$ cat src/rtl/serial_adder_ctrl_pkg.sv
// Shared types for the bit-serial adder.
// FSM encoding and counter sizing helper.
package serial_adder_ctrl_pkg;

  typedef enum logic [1:0] {
    IDLE = 2'd0,
    RUN  = 2'd1,
    DONE = 2'd2
  } state_t;

  // Bit-position counter width, never below one bit.
  function automatic int cnt_w(input int w);
    return (w <= 2) ? 1 : $clog2(w);
  endfunction

endpackage

$ cat src/rtl/serial_adder_ctrl_fa.sv
// One-bit full adder used as the serial cell.
// Pure gate-level combinational logic.
module full_adder_cell (
  input  logic i_a,
  input  logic i_b,
  input  logic i_cin,
  output logic o_sum,
  output logic o_c
);

  assign o_sum = i_a ^ i_b ^ i_cin;
  assign o_c   = (i_a & i_b) | (i_b & i_cin) | (i_cin & i_a);

endmodule

$ cat src/rtl/serial_adder_ctrl.sv
// Bit-serial ripple adder, LSB first.
// One full-adder cell plus a carry flop.
module serial_adder_ctrl
  import serial_adder_ctrl_pkg::*;
#(
  parameter int WIDTH = 8
) (
  input  logic             clk,
  input  logic             rst_n,
  input  logic             start,
  input  logic [WIDTH-1:0] a_in,
  input  logic [WIDTH-1:0] b_in,
  input  logic             cin_in,
  output logic             busy,
  output logic             done,
  output logic [WIDTH-1:0] sum_out,
  output logic             cout
);

  localparam int CW = cnt_w(WIDTH);
  localparam logic [CW-1:0] LAST = CW'(WIDTH - 1);

  state_t           r_state;
  logic [WIDTH-1:0] r_a_sh;
  logic [WIDTH-1:0] r_b_sh;
  logic [WIDTH-1:0] r_s_sh;
  logic [WIDTH-1:0] r_sum;
  logic             r_carry;
  logic             r_cout;
  logic             r_busy;
  logic             r_done;
  logic [CW-1:0]    r_cnt;

  logic             w_s;
  logic             w_c;
  logic [WIDTH-1:0] w_s_next;

  full_adder_cell u_fa (
    .i_a   (r_a_sh[0]),
    .i_b   (r_b_sh[0]),
    .i_cin (r_carry),
    .o_sum (w_s),
    .o_c   (w_c)
  );

  // New sum bit enters at the MSB; completed word is LSB aligned.
  assign w_s_next = (r_s_sh >> 1)
                  | (WIDTH'(w_s) << (WIDTH - 1));

  // Control FSM with datapath shift and registered outputs.
  always_ff @(posedge clk or negedge rst_n) begin
    if (!rst_n) begin
      r_state <= IDLE;
      r_a_sh  <= '0;
      r_b_sh  <= '0;
      r_s_sh  <= '0;
      r_sum   <= '0;
      r_carry <= 1'b0;
      r_cout  <= 1'b0;
      r_busy  <= 1'b0;
      r_done  <= 1'b0;
      r_cnt   <= '0;
    end else begin
      unique case (r_state)
        IDLE: begin
          r_done <= 1'b0;
          if (start) begin
            r_a_sh  <= a_in;
            r_b_sh  <= b_in;
            r_carry <= cin_in;
            r_cnt   <= '0;
            r_busy  <= 1'b1;
            r_state <= RUN;
          end
        end
        RUN: begin
          r_s_sh  <= w_s_next;
          r_a_sh  <= r_a_sh >> 1;
          r_b_sh  <= r_b_sh >> 1;
          r_carry <= w_c;
          r_cnt   <= r_cnt + CW'(1);
          if (r_cnt == LAST) begin
            r_sum   <= w_s_next;
            r_cout  <= w_c;
            r_busy  <= 1'b0;
            r_done  <= 1'b1;
            r_state <= DONE;
          end
        end
        DONE: begin
          r_done <= 1'b0;
          if (start) begin
            r_a_sh  <= a_in;
            r_b_sh  <= b_in;
            r_carry <= cin_in;
            r_cnt   <= '0;
            r_busy  <= 1'b1;
            r_state <= RUN;
          end else begin
            r_state <= IDLE;
          end
        end
        default: begin
          r_busy  <= 1'b0;
          r_done  <= 1'b0;
          r_state <= IDLE;
        end
      endcase
    end
  end

  assign busy    = r_busy;
  assign done    = r_done;
  assign sum_out = r_sum;
  assign cout    = r_cout;

endmodule

$ cat config.mk
export PLATFORM = sky130hd
export DESIGN_NAME = serial_adder_ctrl
export DESIGN_NICKNAME = d
export VERILOG_FILES = /design/src/rtl/serial_adder_ctrl_pkg.sv /design/src/rtl/serial_adder_ctrl_fa.sv /design/src/rtl/serial_adder_ctrl.sv
export SDC_FILE = /design/constraint.sdc
export NUM_CORES = 1
export LEC_CHECK = 0
export ABC_AREA = 1
export CAP_MARGIN = 20
export CORE_MARGIN = 3
export CORE_UTILIZATION = 56
export CTS_CLUSTER_DIAMETER = 40
export DETAILED_ROUTE_END_ITERATION = 6
export GPL_ROUTABILITY_DRIVEN = 0
export PLACE_DENSITY = 0.89
export REMOVE_ABC_BUFFERS = 1
export SKIP_LAST_GASP = 1
export SYNTH_ARGS = -nofsm -noshare
export SYNTH_HDL_FRONTEND = slang
export SYNTH_SLANG_ARGS = --single-unit
$ cat constraint.sdc
create_clock -name clk -period 3.4 [get_ports clk]
set_input_delay 0.68 -clock clk [delete_from_list [all_inputs] [get_ports clk]]
set_output_delay 0.68 -clock clk [all_outputs]
set_load 0.1 [all_outputs]
==> flow_metrics.tcl <==
set metrics [dict create \
    p_seq_share_pct 37.3 \
    io_pins 31 \
    synthCells 222 \
    outcome "completed" \
    grt_pass1_vias 1295 \
    antenna_left 0 \
    design.die.area_um2 3960 \
    p_int_mw 1.08 \
    drc 0 \
    pwr-share-clk_pct 11.2 \
    drive_gt1_share_pct 6.83 \
    diodes 0 \
    rsz0062_at_grt "no" \
    drtIter0Drc 106 \
    whs_ns 0.429 \
    clock_skew_ns 0.00485 \
    worstSetupPathType "flop to output pin" \
    die_w_um 62.9 \
    clk_latency_ns 0.34 \
    slew_viol_final 0 \
    cts_made_buffers 5 \
    startpoint_type "flop" \
    grt.total_usage_pct 19.0 \
    fin_area_um2 2140 \
    p_comb_share_pct 51.6 \
    root_buffer "clkbuf_4" \
    synth_cell_types 16 \
    synth_xor_xnor_area_share_pct 0 \
    wl_per_cell_um 11.7 \
    synth-adder-area-share_pct 2.48 \
    period_share_pct 74.2 \
    slew_headroom_pct 35.6 \
    cts_hold_buf 0 \
    area_growth_pct 17.8 \
    nNetsFinal 271 \
    p_per_area_nw_per_um2 1030 \
    synthesis.area_um2 1810 \
    yosysMostFrequentCell "nand2_1" \
    async_flop_share_pct 100 \
    synth-main-ff-cell "dfrtp_1" \
    synth_edf_count 0 \
    avgSynthCellArea_um2 8.17 \
    fmax_mhz 396 \
    core_um2 3080 \
    vdd_drop_max_mv 0.489 \
    worst_pin_slew_ns 0.964 \
    vias_per_cell 5.06 \
    finalSetupViolCount 0 \
    yosys.area.top_type "dfrtp_1" \
    synth_area_leaders "dfrtp_1, nand2_1, nand3_1" \
    cp.required_ns 2.72 \
    cp_cell_sequence "clkdlybuf4s50_1" \
    dpl.hpwl_mm 2.27 \
    switching_share_pct 50.8 \
    cts_tree "done" \
    rrSetupSlack_ns 1.18 \
    io_buffers 30 \
    synth_compound_area_share_pct 2.21 \
    synth-seq-cells 40 \
    overflow 0 \
    min_period_ns 2.52 \
    synth_top_family_by_area "simple AND/OR/NAND/NOR gates" \
    synth_commonest_cells "nand2_1, dfrtp_1, nand3_1, inv_1, o21ai_0" \
    grt_max_degree 41 \
    crit_family "buffers and inverters" \
    dr.pass1.iters 4 \
    p_leak_nw 1.16 \
    synth.mux.area_fraction_pct 0 \
    die_h_um 62.9 \
    finalSetupTns_ns 0 \
    place_area_um2 2080 \
    yosysWarnings 0 \
    grt_first_pass_wirelength_mm 5.84 \
    clk_pin_slew_worst_paths_ns 0.11 \
    synth-simple-area-share_pct 33.8 \
    power.switching_mw 1.12 \
    start_util_pct 58.9 \
    yosysTopAreaCellShare_pct 55.2 \
    maxCapViolations 0 \
    crit_path_end_kind "output pin" \
    cp_slowest_stage_delay_ns 1.13 \
    antenna_found_initial 0 \
    cp_max_fo 2 \
    cts-resized-gates 0 \
    crit_slowest_cell "clkdlybuf4s50_1" \
    crit_arrival_ns 1.84 \
    row_count 20 \
    path_buf_inv 1 \
    drt_wl_total_mm 3.43 \
    hold_violations 0 \
    cts-htree-levels 2 \
    synth_seq_area_share_pct 55.2 \
    cts_setup_buffers 0 \
    clockBufferDepth 2 \
    num_vias 1484 \
    cts.sinks 40 \
    hold_path_class "primary input to async pin" \
]
[metal layers]
metal	global-route usage, %	wire (um)	up-vias
met5	0	0	-
met4	7.44	59	0
met3	5.58	174	7
met2	30.3	1700	38
met1	24.4	1500	696
li1	-	-	743
[flip-flops by register name, indices dropped and copies added, names as in the netlist]
name,count
r_state,2
busy,1
r_a_sh,8
sum_out,8
r_s_sh,7
r_b_sh,8
r_carry,1
r_cnt,3
cout,1
done,1
[cell type report]
| cell class | count | area, um2 |
|---|---|---|
| fillers | 245 | 942 |
| flip-flops and latches | 40 | 1000 |
| repair buffers | 30 | 283 |
| inverters | 10 | 40.0 |
| multi-input cells | 161 | 698 |
| clock buffers | 8 | 58.8 |
| well taps | 44 | 55.1 |
[power groups by stage]
stage / logic, mW / clock network, mW / registers [mW]
5_1_grt: 1.25 / 0.277 / 0.848
4_1_cts: 1.14 / 0.251 / 0.819
3_5_place_dp: 1.14 / 0 / 0.826
3_3_place_gp: 1.11 / 0 / 0.818
2_1_floorplan: 0.488 / 0 / 1.19
6_report: 1.14 / 0.246 / 0.821
[layout by cell type, fill, tap and decap left out, drive strengths merged]
cell / count
nand2: 117
dfrtp: 40
nand3: 30
clkdlybuf4s50: 24
inv: 10
o21ai: 8
clkbuf: 8
buf: 6
nor2: 3
ha: 2
fa: 1
[per-stage QoR]
step | power [mW] | utilization (%) | cells | setup slack [ns]
finish | 2.20 | 69.4 | 293 | 0.877
floorplan | 1.68 | - | 211 | 1.75
CTS | 2.21 | 69.4 | 293 | 0.853
global route | 2.38 | 69.4 | 293 | 0.787
global placement | 1.92 | 67.5 | 285 | 1.27
detailed placement | 1.96 | 67.5 | 285 | 1.22
[cell families after synthesis]
group / count (synthesis)
and+or+nand+nor: 150
DFF: 40
buffers and inverters: 21
AOI/OAI and AO/OA: 8
adders and majority gates: 3
[worst register-to-register path, cell delays in order, from the launching register on]
cell and delay (ns):
dfrtp_1 0.75, nand2_1 0.71, nand2_2 0.51, nand2_1 0.10, nand2_1 0.08
[worst paths after layout]
kind                                          end  cells past startpoint              startpoint
max                                    sum_out[6]                      1  sum_out[6]$_DFFE_PN0P_
min                         r_a_sh[3]$_DFFE_PN0P_                      1                   rst_n
max reg2reg                 r_b_sh[0]$_DFFE_PN0P_                      4  r_state[0]$_DFFE_PN0P_
min reg2reg                sum_out[5]$_DFFE_PN0P_                      2  sum_out[5]$_DFFE_PN0P_
max in group asynchronous  sum_out[3]$_DFFE_PN0P_                      1                   rst_n
min in group clk           sum_out[5]$_DFFE_PN0P_                      2  sum_out[5]$_DFFE_PN0P_
No activity file was read; power rests on OpenSTA's default activity.
